--- src/rtl/cfg_pkg.sv ---
// cfg_pkg: shared definitions for the configuration bitstream loader and the
// fabric chain logic.
//   - chain id constants carried in bits [3:0] of a frame header
//   - loader FSM state enumeration
//   - default width of the per-frame bit count
//   - helper that classifies a header id as a real chain
package cfg_pkg;

   localparam int unsigned LEN_W_DEF = 16;

   localparam logic [3:0] CHAIN_CLB  = 4'd0;
   localparam logic [3:0] CHAIN_CB   = 4'd1;
   localparam logic [3:0] CHAIN_SB   = 4'd2;
   localparam logic [3:0] CHAIN_IO   = 4'd3;
   localparam logic [3:0] END_ID_DEF = 4'hF;

   typedef enum logic [2:0] {
      ST_IDLE,
      ST_HDR,
      ST_LEN_LO,
      ST_LEN_HI,
      ST_LOAD,
      ST_SHIFT,
      ST_ERR
   } state_t;

   function automatic logic is_chain_id(input logic [3:0] id);
      return (id <= CHAIN_IO);
   endfunction

endpackage

--- src/rtl/cfg_bitstream_loader_if.sv ---
// cfg_bitstream_loader_if: byte-wide valid/ready stream from the host.
//   in_data  : stream byte (master -> slave)
//   in_valid : in_data valid (master -> slave)
//   in_ready : slave accepts in_data this cycle (slave -> master)
// A byte transfers on a clock edge where in_valid && in_ready.
interface cfg_bitstream_loader_if;

   logic [7:0] in_data;
   logic       in_valid;
   logic       in_ready;

   modport master (output in_data, output in_valid, input in_ready);
   modport slave  (input in_data, input in_valid, output in_ready);

endinterface

--- src/rtl/cfg_byte_serializer.sv ---
// cfg_byte_serializer: holds one configuration byte and emits it LSB first.
//   clk, reset : clock, asynchronous active-high reset
//   i_load     : capture i_data and the number of valid bits i_nbits (1..8)
//   i_data     : byte to serialise
//   i_nbits    : bits of i_data still belonging to the frame
//   i_shift    : advance to the next bit
//   o_bit      : current bit
//   o_last     : current bit is the last valid bit of the loaded byte
module cfg_byte_serializer (
   input  logic       clk,
   input  logic       reset,
   input  logic       i_load,
   input  logic [7:0] i_data,
   input  logic [3:0] i_nbits,
   input  logic       i_shift,
   output logic       o_bit,
   output logic       o_last
);

   logic [7:0] r_sreg;
   logic [3:0] r_cnt;

   always_ff @(posedge clk or posedge reset) begin
      if (reset) begin
         r_sreg <= '0;
         r_cnt  <= '0;
      end else if (i_load) begin
         r_sreg <= i_data;
         r_cnt  <= i_nbits;
      end else if (i_shift) begin
         r_sreg <= {1'b0, r_sreg[7:1]};
         if (r_cnt != 4'd0) begin
            r_cnt <= r_cnt - 4'd1;
         end
      end
   end

   assign o_bit  = r_sreg[0];
   assign o_last = (r_cnt == 4'd1);

endmodule

--- src/rtl/cfg_bitstream_loader.sv ---
// cfg_bitstream_loader: parses framed configuration bytes from the host and
// shifts them, one bit per clock, into the CLB/CB/SB/IO configuration chains.
//   clk, reset          : clock, asynchronous active-high reset
//   i_start             : one-cycle pulse, opens a configuration session
//   s_in                : host byte stream (slave side)
//   o_prgm_b            : active-low global program, low while a session is open
//   o_<chain>_prgm_b    : active-high shift enable of that chain
//   o_bit_in_<chain>    : serial configuration bit of that chain
//   o_busy              : session in progress
//   o_done              : one-cycle pulse when the end header is accepted
//   o_err               : illegal chain id seen; cleared by the next i_start
// Frame: HDR (id in [3:0]), LEN_LO, LEN_HI, then ceil(N/8) data bytes.
module cfg_bitstream_loader
   import cfg_pkg::*;
#(
   parameter int unsigned LEN_W  = LEN_W_DEF,
   parameter logic [3:0]  END_ID = END_ID_DEF
) (
   input  logic                     clk,
   input  logic                     reset,
   input  logic                     i_start,
   cfg_bitstream_loader_if.slave    s_in,
   output logic                     o_prgm_b,
   output logic                     o_clb_prgm_b,
   output logic                     o_cb_prgm_b,
   output logic                     o_sb_prgm_b,
   output logic                     o_io_prgm_b,
   output logic                     o_bit_in_clb,
   output logic                     o_bit_in_cb,
   output logic                     o_bit_in_sb,
   output logic                     o_bit_in_io,
   output logic                     o_busy,
   output logic                     o_done,
   output logic                     o_err
);

   state_t           r_state;
   state_t           w_state_nxt;
   logic             r_in_ready;
   logic             r_done;
   logic             r_err;
   logic [1:0]       r_chain;
   logic [7:0]       r_len_lo;
   logic [LEN_W-1:0] r_remaining;
   logic [3:0]       r_bit_hold;

   logic             w_xfer;
   logic [3:0]       w_hdr_id;
   logic [LEN_W-1:0] w_len;
   logic [3:0]       w_ser_nbits;
   logic             w_ser_load;
   logic             w_ser_shift;
   logic             w_ser_bit;
   logic             w_ser_last;
   logic [3:0]       w_en;

   assign w_xfer   = s_in.in_valid && r_in_ready;
   assign w_hdr_id = s_in.in_data[3:0];
   // Count bits above LEN_W in the high byte are dropped.
   assign w_len    = {s_in.in_data[LEN_W-9:0], r_len_lo};
   assign w_ser_nbits = (r_remaining >= LEN_W'(8)) ? 4'd8 : r_remaining[3:0];

   cfg_byte_serializer u_ser (
      .clk     (clk),
      .reset   (reset),
      .i_load  (w_ser_load),
      .i_data  (s_in.in_data),
      .i_nbits (w_ser_nbits),
      .i_shift (w_ser_shift),
      .o_bit   (w_ser_bit),
      .o_last  (w_ser_last)
   );

   always_ff @(posedge clk or posedge reset) begin
      if (reset) begin
         r_state <= ST_IDLE;
      end else begin
         r_state <= w_state_nxt;
      end
   end

   always_comb begin
      w_state_nxt = r_state;
      w_ser_load  = 1'b0;
      w_ser_shift = 1'b0;
      unique case (r_state)
         ST_IDLE: begin
            if (i_start) begin
               w_state_nxt = ST_HDR;
            end
         end
         ST_HDR: begin
            if (w_xfer) begin
               if (is_chain_id(w_hdr_id)) begin
                  w_state_nxt = ST_LEN_LO;
               end else if (w_hdr_id == END_ID) begin
                  w_state_nxt = ST_IDLE;
               end else begin
                  w_state_nxt = ST_ERR;
               end
            end
         end
         ST_LEN_LO: begin
            if (w_xfer) begin
               w_state_nxt = ST_LEN_HI;
            end
         end
         ST_LEN_HI: begin
            if (w_xfer) begin
               w_state_nxt = (w_len == '0) ? ST_HDR : ST_LOAD;
            end
         end
         ST_LOAD: begin
            if (w_xfer) begin
               w_ser_load  = 1'b1;
               w_state_nxt = ST_SHIFT;
            end
         end
         ST_SHIFT: begin
            w_ser_shift = 1'b1;
            // Remaining still counts the bit going out this cycle.
            if (w_ser_last) begin
               w_state_nxt = (r_remaining == LEN_W'(1)) ? ST_HDR : ST_LOAD;
            end
         end
         ST_ERR: begin
            if (i_start) begin
               w_state_nxt = ST_HDR;
            end
         end
         default: begin
            w_state_nxt = ST_IDLE;
         end
      endcase
   end

   always_ff @(posedge clk or posedge reset) begin
      if (reset) begin
         r_in_ready  <= 1'b0;
         r_done      <= 1'b0;
         r_err       <= 1'b0;
         r_chain     <= '0;
         r_len_lo    <= '0;
         r_remaining <= '0;
         r_bit_hold  <= '0;
      end else begin
         r_in_ready <= (w_state_nxt == ST_HDR)    || (w_state_nxt == ST_LEN_LO) ||
                       (w_state_nxt == ST_LEN_HI) || (w_state_nxt == ST_LOAD);
         r_done     <= (r_state == ST_HDR) && w_xfer &&
                       !is_chain_id(w_hdr_id) && (w_hdr_id == END_ID);
         // ERR is left only through start or reset, so err tracks entry to it.
         r_err      <= (w_state_nxt == ST_ERR);
         if ((r_state == ST_HDR) && w_xfer && is_chain_id(w_hdr_id)) begin
            r_chain <= w_hdr_id[1:0];
         end
         if ((r_state == ST_LEN_LO) && w_xfer) begin
            r_len_lo <= s_in.in_data;
         end
         if ((r_state == ST_LEN_HI) && w_xfer) begin
            r_remaining <= w_len;
         end else if ((r_state == ST_SHIFT) && (r_remaining != '0)) begin
            r_remaining <= r_remaining - LEN_W'(1);
         end
         if (r_state == ST_SHIFT) begin
            r_bit_hold[r_chain] <= w_ser_bit;
         end
      end
   end

   assign w_en = (r_state == ST_SHIFT) ? (4'b0001 << r_chain) : '0;

   assign s_in.in_ready = r_in_ready;
   assign o_prgm_b      = (r_state == ST_IDLE);
   assign o_busy        = (r_state != ST_IDLE);
   assign o_done        = r_done;
   assign o_err         = r_err;

   assign o_clb_prgm_b  = w_en[CHAIN_CLB[1:0]];
   assign o_cb_prgm_b   = w_en[CHAIN_CB[1:0]];
   assign o_sb_prgm_b   = w_en[CHAIN_SB[1:0]];
   assign o_io_prgm_b   = w_en[CHAIN_IO[1:0]];

   // Idle chains keep presenting the last bit they were given.
   assign o_bit_in_clb  = w_en[CHAIN_CLB[1:0]] ? w_ser_bit : r_bit_hold[CHAIN_CLB[1:0]];
   assign o_bit_in_cb   = w_en[CHAIN_CB[1:0]]  ? w_ser_bit : r_bit_hold[CHAIN_CB[1:0]];
   assign o_bit_in_sb   = w_en[CHAIN_SB[1:0]]  ? w_ser_bit : r_bit_hold[CHAIN_SB[1:0]];
   assign o_bit_in_io   = w_en[CHAIN_IO[1:0]]  ? w_ser_bit : r_bit_hold[CHAIN_IO[1:0]];

endmodule

--- src/flat_wrapper.sv ---
// flat-port wrapper written by rule: the top's interface ports become plain ports
module cfg_bitstream_loader_flat import cfg_pkg::*;
#(
   parameter int unsigned LEN_W  = LEN_W_DEF,
   parameter logic [3:0]  END_ID = END_ID_DEF
)
  (clk, reset, i_start, o_prgm_b, o_clb_prgm_b, o_cb_prgm_b, o_sb_prgm_b, o_io_prgm_b, o_bit_in_clb, o_bit_in_cb, o_bit_in_sb, o_bit_in_io, o_busy, o_done, o_err, s_in_in_data, s_in_in_valid, s_in_in_ready);
  cfg_bitstream_loader_if s_in_i ();
  input  logic clk;
  input  logic reset;
  input  logic i_start;
  output logic o_prgm_b;
  output logic o_clb_prgm_b;
  output logic o_cb_prgm_b;
  output logic o_sb_prgm_b;
  output logic o_io_prgm_b;
  output logic o_bit_in_clb;
  output logic o_bit_in_cb;
  output logic o_bit_in_sb;
  output logic o_bit_in_io;
  output logic o_busy;
  output logic o_done;
  output logic o_err;
  input wire logic [$bits(s_in_i.in_data)-1:0] s_in_in_data;
  input wire logic [$bits(s_in_i.in_valid)-1:0] s_in_in_valid;
  output wire logic [$bits(s_in_i.in_ready)-1:0] s_in_in_ready;
  assign s_in_i.in_data = s_in_in_data;
  assign s_in_i.in_valid = s_in_in_valid;
  assign s_in_in_ready = s_in_i.in_ready;
  cfg_bitstream_loader #(.LEN_W(LEN_W), .END_ID(END_ID)) u_core (.clk(clk), .reset(reset), .i_start(i_start), .s_in(s_in_i), .o_prgm_b(o_prgm_b), .o_clb_prgm_b(o_clb_prgm_b), .o_cb_prgm_b(o_cb_prgm_b), .o_sb_prgm_b(o_sb_prgm_b), .o_io_prgm_b(o_io_prgm_b), .o_bit_in_clb(o_bit_in_clb), .o_bit_in_cb(o_bit_in_cb), .o_bit_in_sb(o_bit_in_sb), .o_bit_in_io(o_bit_in_io), .o_busy(o_busy), .o_done(o_done), .o_err(o_err));
endmodule
--- config.mk ---
export PLATFORM = sky130hd
export DESIGN_NAME = cfg_bitstream_loader_flat
export DESIGN_NICKNAME = d
export VERILOG_FILES = /design/src/rtl/cfg_pkg.sv /design/src/rtl/cfg_bitstream_loader_if.sv /design/src/rtl/cfg_byte_serializer.sv /design/src/rtl/cfg_bitstream_loader.sv /design/src/flat_wrapper.sv
export SDC_FILE = /design/constraint.sdc
export NUM_CORES = 1
export LEC_CHECK = 0
export ABC_AREA = 1
export BUFFER_PORTS_ARGS = -buffer_cell sky130_fd_sc_hd__buf_2
export CAP_MARGIN = 20
export CORE_ASPECT_RATIO = 1.4
export CORE_MARGIN = 5
export CORE_UTILIZATION = 55
export DETAILED_ROUTE_END_ITERATION = 12
export HOLD_SLACK_MARGIN = 0.08
export PLACE_DENSITY_LB_ADDON = 0.3
export SLEW_MARGIN = 20
export SYNTH_ARGS = -nofsm -noshare
export SYNTH_HDL_FRONTEND = slang
export SYNTH_SLANG_ARGS = --single-unit
--- constraint.sdc ---
create_clock -name clk -period 2.1 [get_ports clk]
set_input_delay 0.315 -clock clk [delete_from_list [all_inputs] [get_ports clk]]
set_output_delay 0.315 -clock clk [all_outputs]
set_load 0.03 [all_outputs]
==> metrics.txt, run 1 <==
Worst Path Arrival 1640 ps; total track usage 20.7%; Routed WL 6330 microns; CP Cell Sequence nand3_4 > nor3_2 > nor2_1 > a21oi_1 > buf_2; n_diodes 0; setup ws final 144 ps; Via Count 2435; DRC Markers 0; clock skew 10.2 ps; die area 6570 sq um; RSZ-0062 raised after global routing false; Port Buffer Count 24; Synth Instances 360; die width 70.0 microns; core area 4880 sq um; Power Density 1420 nW/um^2; Area after DPL 2960 sq um; Starting Density 56.7%; htree depth 2; path type of the worst min-delay path in2async; Unique masters post-synth 34; Ys Warns 0; Crit-path slowest cell dfrtp_1; CTS Hold Buffers Added 0; Fmax 0.511 GHz; filler cell count 443; CP max stage delay 550 ps; Worst slew margin 59.1%; Post-Layout Cell Count 453; nets 406; boundary pin count 25; post-synthesis sequential area ratio 43.4%; Iter 0 DRT Violations 164; Detailed Place HPWL 4810 microns; clock period minus worst slack 1960 ps; async set or reset register ratio after synthesis 100%; Max Slew Vio Count 0; Layout area overhead 11.7%; footprint of the multi-input gates 1380 sq um; status complete, no violations; Max-Cap Viols 0; syn nets 378; EDFF count, synth 0; Mapped Area 2770 sq um; Final Cycle Share 93.1%; Clk pin slew, worst setup/hold paths 100 ps; #FFs+latches synth 48; Peak VDD IR 875 uV; clock sinks 48; Worst setup SP type flop; post-CTS sizing 0; std cell rows 30; setup bufs post-CTS 0; Crit. End Element output pin; WP buf/inv 1; sequential cell area 1200 sq um; initial antenna violation count 0; main flop type after synthesis dfrtp_1; TritonCTS clock tree done; WS Path Type reg2out; Initial DRT Pass Iterations 6; Fin. Hold Viols 0; WL/cell 14.0 microns; total global routing overflow 0; first-pass GRT wire length 10900 microns; root buf cell clkbuf_8; share of cells above drive strength 1 16.7%; vias in the first global route 2318; final instance area 3090 sq um; CTS buffer count 5; Final Wtd Congestion 0.934; antenna-violating nets left 0; Crit path max-delay family flip-flops; Avg Cell Area, Syn 7.69 sq um; die height 94.0 microns; Finish-stage setup viols 0; clock buffer depth 2; CP Max Fanout 9; pre-CTS setup slack 356 ps; largest net degree at the start of global routing 49; number of vias per cell 5.38; Worst-Margin Slew 613 ps; placed cells 445; P_leak 1.52 nW; Clock Latency Late Sink 310 ps; WP data required 1780 ps
==> synthesized netlist by cell type, types with 5 or more instances <==
cell type	instances	area share, %
nor3_1	7	1.3
nand4_1	6	1.4
nand2_1	87	12
xnor2_1	5	1.6
inv_2	5	0.68
ha_1	6	2.7
inv_1	38	5.2
nor2_1	51	6.9
dfrtp_1	48	43
a21oi_1	11	2.0
nand3_1	25	4.5
o21ai_0	23	4.2
==> registers in the layout, summed over array words and instances (netlist names) <==
register              flops
u_core.r_len_lo           8
u_core.r_bit_hold         4
u_core.r_chain            2
u_core.u_ser.r_cnt        4
u_core.u_ser.r_sreg       8
u_core.r_state            3
u_core.o_done             1
u_core.o_err              1
u_core.r_remaining       16
u_core.s_in.in_ready      1
==> report_power, final <==
group | total [mW] | switching (mW) | internal (mW)
sequential | 1.67 | 0.354 | 1.32
combinational | 2.02 | 1.30 | 0.720
clock | 0.693 | 0.334 | 0.359
total | 4.38 | 1.99 | 2.39
==> cell usage in the layout (no fill, tap or decap), drive strengths merged <==
cell type	instances
nor3	8
o211ai	7
buf	27
mux2	2
a31oi	2
inv	43
a22oi	4
nand3	29
o21ai	27
clkbuf	5
clkinv	3
nand4	7
xor2	4
xnor2	5
ha	6
a31o	1
dfrtp	48
a21oi	11
bufinv	1
o22ai	2
nand3b	1
nor2	55
nand2	89
o221ai	2
==> routing by layer <==
layer / share of wire (%) / global-route usage [%] / vias to the layer above
met5: 0 / 0 / -
met4: 2.3 / 8.79 / 0
met3: 5.0 / 3.32 / 14
met2: 53 / 37.1 / 74
met1: 40 / 24.4 / 1122
li1: - / - / 1225
==> through the flow <==
step	total power, mW	hold WS, ps	TNS [ps]	utilization, %
after CTS	4.37	168	0	62.9
after floorplan	3.20	423	-1030	-
after global placement	3.63	495	0	60.6
final	4.38	157	0	63.4
after global routing	4.75	214	0	63.4
after detailed placement	3.68	505	0	60.6
==> area by class of cell <==
type                            instances  area share, %
Multi-Input combinational cell        262           44.7
Sequential cell                        48           38.8
Inverter                               44           5.50
Timing Repair Buffer                   27           4.61
Tap cell                               64           2.59
Clock buffer                            5           2.22
Clock inverter                          3           1.54
==> final timing paths <==
path | startpoint | to | slack [ps] | cells past startpoint
min in group clk | i_start | u_core.o_err | 230 | 2
worst max register to register | u_core.r_state[0] | u_core.r_remaining[11] | 390 | 8
worst min-delay path | reset | u_core.s_in.in_ready | 160 | 3
max in group asynchronous | reset | u_core.r_remaining[13] | 1530 | 3
worst max-delay path | u_core.r_state[0] | o_bit_in_sb | 140 | 5
worst min register to register | u_core.r_bit_hold[3] | u_core.r_bit_hold[3] | 530 | 2
==> tightest hold or removal path, cell delays in order <==
cell,delay [ps]
buf_2,100
inv_2,30
buf_4,490
==> cell families after synthesis <==
logic type | after synthesis | synth area share, %
compound gates | 56 | 12.2
flops | 48 | 43.4
xor+xnor | 9 | 2.85
mux | 2 | 0.813
simple gates | 189 | 30.4
buf+inv | 50 | 7.59
fa+ha+maj | 6 | 2.71
Power figures use the tool's default switching activity.
==> run 2: changes to the inputs <==
- CORE_UTILIZATION: 55 -> 40
==> run 2 against run 1 <==
Hold slack worse by 7.4 ps. Design area is 2.0% higher. Clock power is 1% higher. Sequential share of layout area is 0.71 points lower. Maximum frequency is 0.51% higher. Via count is 1.3% higher. First-iteration DRC count is 3.7% higher.
==> metrics.txt, run 2 (synthesis results as in run 1) <==
htree depth 2 (unchanged); WL/cell 14.4 microns (+3.2%); Worst Path Arrival 1630 ps (about the same); Worst-Margin Slew 621 ps (+7.92 ps); clock period minus worst slack 1950 ps (-9.94 ps); status complete, no violations; total track usage 17.1% (-3.6 points); path type of the worst min-delay path in2async; Net Sw Frac 46.2% (+0.88 points); Via Count 2467 (+1.3%); initial antenna violation count 0 (unchanged); biggest regs u_core.r_remaining x16, u_core.r_len_lo x8, u_core.u_ser.r_sreg x8; Iter 0 DRT Violations 170 (+3.7%); placed cells 477 (+7.2%); Starting Density 40.4% (-16 points); die width 80.3 microns (+15%); number of vias per cell 5.09 (-5.4%); final instance area 3160 sq um (+2.0%); switching pwr 2.07 mW (+4.1%); vias in the first global route 2414 (+4.1%); share of cells above drive strength 1 17.2% (+0.47 points); Worst slew margin 58.6% (-0.53 points); Worst setup SP type flop; Final Wtd Congestion 0.923 (-1.1%); Sequential Power Share 37.7% (-0.4 points); Top reg by flops u_core.r_remaining; boundary pin count 25 (unchanged); combinational share of power 46.6% (+0.5 points); Clock Latency Late Sink 300 ps (about the same); CP Max Fanout 6 (-3); root buf cell clkbuf_8; Power Density 1420 nW/um^2 (+0.12%); Fin. Hold Viols 0 (unchanged); die height 108 microns (+15%); largest net degree at the start of global routing 49 (unchanged); clock buffer depth 2 (unchanged); Area after DPL 3000 sq um (+1.6%); clock skew 3.68 ps (-6.49 ps); CTS Hold Buffers Added 0 (unchanged); core area 6850 sq um (+40%); fin util 46.1% (-17 points); clock sinks 48 (unchanged); std cell rows 36 (+20%); Routed WL 6990 microns (+10%); nets 407 (+0.25%); Final Cycle Share 92.7% (-0.47 points); Fmax 0.514 GHz (+0.51%); setup bufs post-CTS 0 (unchanged); max reg flops 16 (unchanged); R2R depth 8 (unchanged); TritonCTS clock tree done; Port Buffer Count 24 (unchanged); die area 8710 sq um (+32%); commonest non-fill, non-tap cell in the layout nand2_1; origin of the worst setup path u_core.r_state[2]; Post-Layout Cell Count 485 (+7.1%); P_leak 1.54 nW (+0.74%); worst reg2reg endpoint u_core.r_remaining[14]; Max-Cap Viols 0 (unchanged); Clk pwr share 15.7% (about the same); Peak VDD IR 675 uV (-23%); Clk pin slew, worst setup/hold paths 100 ps (about the same); Crit. End Element output pin; DRC Markers 0 (unchanged); n_diodes 0 (unchanged); RSZ-0062 raised after global routing false; CTS buffer count 5 (unchanged); WP data required 1780 ps (about the same); Worst R2R Start u_core.r_remaining[0]; Initial DRT Pass Iterations 5 (-1); WS Path Type reg2out; Finish-stage setup viols 0 (unchanged); most frequent cells in the layout nand2_1 (87), nor2_1 (51), dfrtp_1 (47), inv_1 (36), nand3_1 (25); first-pass GRT wire length 11600 microns (+6.3%); Detailed Place HPWL 5420 microns (+13%); Max Slew Vio Count 0 (unchanged); antenna-violating nets left 0 (unchanged); Layout area overhead 14.0%; Int Power 2.41 mW (+0.47%); Reg2Reg Setup Slack 300 ps (-90 ps); total global routing overflow 0 (unchanged)
==> run 2: cell types whose count changed in the layout (fill, tap and decap cells not counted) <==
cell | previous run | this run
clkinv_4 | 3 | 1
inv_6 | 0 | 1
nor3_2 | 4 | 2
buf_2 | 24 | 23
clkinvlp_4 | 0 | 1
dfrtp_2 | 0 | 1
clkbuf_4 | 0 | 1
buf_4 | 3 | 4
dfrtp_1 | 48 | 47
nor3_4 | 0 | 2
==> run 2: cell type report <==
class | instances | area [sq um]
clock buffers | 5 | 68.8
clock inverters | 3 | 46.3
fillers | 698 | 3690
inverters | 44 | 170
multi-input cells | 262 | 1400
flip-flops and latches | 48 | 1200
well taps | 95 | 119
repair buffers | 28 | 153
==> run 2: stage by stage <==
| step | setup TNS (ps) | hold slack, ps | power, mW | worst slack (ps) |
|---|---|---|---|---|
| after floorplan | -1030 | 423 | 3.20 | -236 |
| after global placement | 0 | 499 | 3.72 | 361 |
| after detailed placement | 0 | 506 | 3.73 | 338 |
| after CTS | -19.6 | 177 | 4.45 | -12.2 |
| after global routing | 0 | 214 | 4.84 | 18.9 |
| final | 0 | 150 | 4.47 | 154 |
==> run 2: power groups by stage <==
stage	Combinational, mW	Sequential (mW)	Clock (mW)
2_1_floorplan	1.61	1.59	0
5_1_grt	2.35	1.74	0.752
4_1_cts	2.06	1.67	0.722
6_report	2.09	1.69	0.703
3_5_place_dp	2.05	1.68	0
3_3_place_gp	2.04	1.68	0
==> run 2: repair_timing <==
item / in CTS / in global routing
setup endpoints to repair: 2 / 4
pin swaps: 0 / 0
gates cloned: 0 / 0
resized for setup: 0 / 9
==> run 2: worst max path at each step <==
stage / to / depth (start not counted) / slack, ps
2_1_floorplan: o_bit_in_cb / 5 / -240
3_3_place_gp: u_core.r_remaining[14] / 8 / 360
3_5_place_dp: o_bit_in_cb / 5 / 340
4_1_cts: o_bit_in_cb / 6 / -10
5_1_grt: o_bit_in_clb / 6 / 20
6_report: o_bit_in_clb / 5 / 150
==> run 2: per-layer routing <==
metal	wire (microns)	share of wire, %	up-vias	global-route usage [%]
met1	2850	41	1156	19.9
met4	136	1.9	0	6.16
li1	-	-	1231	-
met3	192	2.7	15	1.92
met2	3810	54	65	31.8
met5	0	0	-	0
==> run 2: worst max-delay path, stage by stage, from the launching register on <==
cell,delay [ps]
dfrtp_1,510
nand3_4,170
nor3_2,190
nor2_1,70
a21oi_1,160
clkbuf_4,220
==> run 3: changes to the inputs <==
- REMOVE_ABC_BUFFERS: not set -> 1
==> run 3 against run 2 <==
Sequential power about the same. Critical path type unchanged. Die area stayed put. First-iteration DRC count fell by 27%. Wire length decreased by 1.3%. Sequential share of layout area up 0.41 points. Clock skew increased by 3.7 ps. Non-clock buffer count increased by 1.
==> metrics.txt, run 3 (synthesis results as in run 1) <==
status complete, no violations; WS Path Type reg2out; Detailed Place HPWL 5290 microns (-2.4%); share of cells above drive strength 1 16.7% (-0.51 points); Initial DRT Pass Iterations 4 (-1); Layout area overhead 12.7%; Clk pin slew, worst setup/hold paths 80 ps (-20 ps); RSZ-0062 raised after global routing false; Fmax 0.520 GHz (+1.2%); vias in the first global route 2467 (+2.2%); Starting Density 40.4% (unchanged); R2R depth 9 (+1); setup ws final 177 ps (+22.8 ps); clock buffer depth 2 (unchanged); number of vias per cell 5.12 (+0.69%); Worst Path Arrival 1610 ps (-20 ps); CP Max Fanout 5 (-1); most frequent cells in the layout nand2_1 (87), nor2_1 (51), dfrtp_1 (47), inv_1 (36), nand3_1 (25); core area 6850 sq um (unchanged); largest net degree at the start of global routing 49 (unchanged); Final Wtd Congestion 0.884 (-4.2%); Worst setup SP type flop; Fin. Hold Viols 0 (unchanged); WL/cell 14.2 microns (-1.3%); clock skew 7.33 ps (+3.66 ps); std cell rows 36 (unchanged); boundary pin count 25 (unchanged); n_diodes 0 (unchanged); total track usage 17.4% (+0.31 points); nets 408 (+0.25%); htree depth 2 (unchanged); commonest non-fill, non-tap cell in the layout nand2_1; clock period minus worst slack 1920 ps (-22.8 ps); total global routing overflow 0 (unchanged); Worst-Margin Slew 621 ps (-0.393 ps); antenna-violating nets left 0 (unchanged); biggest regs u_core.r_remaining x16, u_core.r_len_lo x8, u_core.u_ser.r_sreg x8; DRC Markers 0 (unchanged); Power Density 1370 nW/um^2 (-3.7%); TNS Setup 0 ps (unchanged); setup bufs post-CTS 0 (unchanged); root buf cell clkbuf_8; Max-Cap Viols 0 (unchanged); die area 8710 sq um (unchanged); TritonCTS clock tree done; Peak VDD IR 735 uV (+8.9%); Port Buffer Count 24 (unchanged); Reg2Reg Setup Slack 410 ps (+110 ps); Clock Latency Late Sink 300 ps (about the same); P_leak 1.53 nW (-0.68%); max reg flops 16 (unchanged); CTS buffer count 5 (unchanged); initial antenna violation count 0 (unchanged); Worst slew margin 58.6% (about the same); pre-CTS setup slack 360 ps (+21.6 ps); first-pass GRT wire length 11900 microns (+2.1%); Max Slew Vio Count 0 (unchanged); Finish-stage setup viols 0 (unchanged); die width 80.3 microns (unchanged); Top reg by flops u_core.r_remaining; clock sinks 48 (unchanged); origin of the worst setup path u_core.r_state[1]; die height 108 microns (unchanged); CP endpoint o_bit_in_cb; Crit. End Element output pin; Via Count 2484 (+0.69%); Final Cycle Share 91.6% (-1.1 points); path type of the worst min-delay path in2async; Iter 0 DRT Violations 124 (-27%); Worst R2R Start u_core.r_state[1]; worst reg2reg endpoint u_core.r_remaining[7]; WP data required 1780 ps (about the same); Routed WL 6900 microns (-1.3%)
[run 3: cell types whose count changed in the layout (fill, tap and decap cells not counted), sizes merged]
cell and delta:
buf +1, bufinv -1, clkbuf +1, clkinv +1, clkinvlp -1, inv -1
[run 3: critical path, cell delays in order (launching register included)]
cell     delay (ps)
dfrtp_1         430
inv_2           130
nand3_4         140
nor3_2          190
nor2_1           60
a21oi_1         140
buf_2           220
[run 3: cell type report]
class	instances	area, sq um
timing repair buffer	29	160
sequential	48	1200
fill	730	3720
tap	95	119
clock buffer	6	72.6
multi-input combinational	262	1390
inverter	44	170
clock inverter	1	5.00
[run 3: per-layer routing]
layer  track usage, %  up-vias  routed length [microns]
met5                0        -                        0
met4             7.37        0                      225
met3             2.83       17                      222
met2             29.7       54                     3530
met1             21.5     1188                     2920
li1                 -     1225                        -
[run 3: power by group]
group | total, mW | leakage, nW | internal (mW) | switching (mW)
combinational | 2.05 | 0.878 | 0.728 | 1.33
sequential | 1.68 | 0.606 | 1.32 | 0.365
clock | 0.527 | 0.0410 | 0.227 | 0.299
[run 3: metrics by stage]
stage               hold WS [ps]  util (%)  std cells  total power, mW  area, sq um
CTS                          188      45.0        485             4.26         3080
detailed placement           511      43.9        478             3.72         3010
finish                       166      45.6        485             4.26         3120
global placement             504      43.9        478             3.67         3010
floorplan                    423         -        354             3.17         2730
global route                 219      45.6        485             4.66         3120
[run 3: timing repair]
action | CTS | global route
endpoints found under the setup margin | 0 | 4
hold buffers | 0 | 0
hold endpoints to repair | 0 | 0
gates resized for setup | 0 | 9
[run 3: worst min path at each step]
stage,startpoint,to,depth (start not counted)
final,reset,u_core.u_ser.r_cnt[2],3
after global placement,u_core.r_len_lo[2],u_core.r_len_lo[2],2
after CTS,reset,u_core.u_ser.r_cnt[2],3
after floorplan,i_start,u_core.o_err,1
after detailed placement,u_core.r_len_lo[2],u_core.r_len_lo[2],2
after global routing,reset,u_core.u_ser.r_cnt[3],3
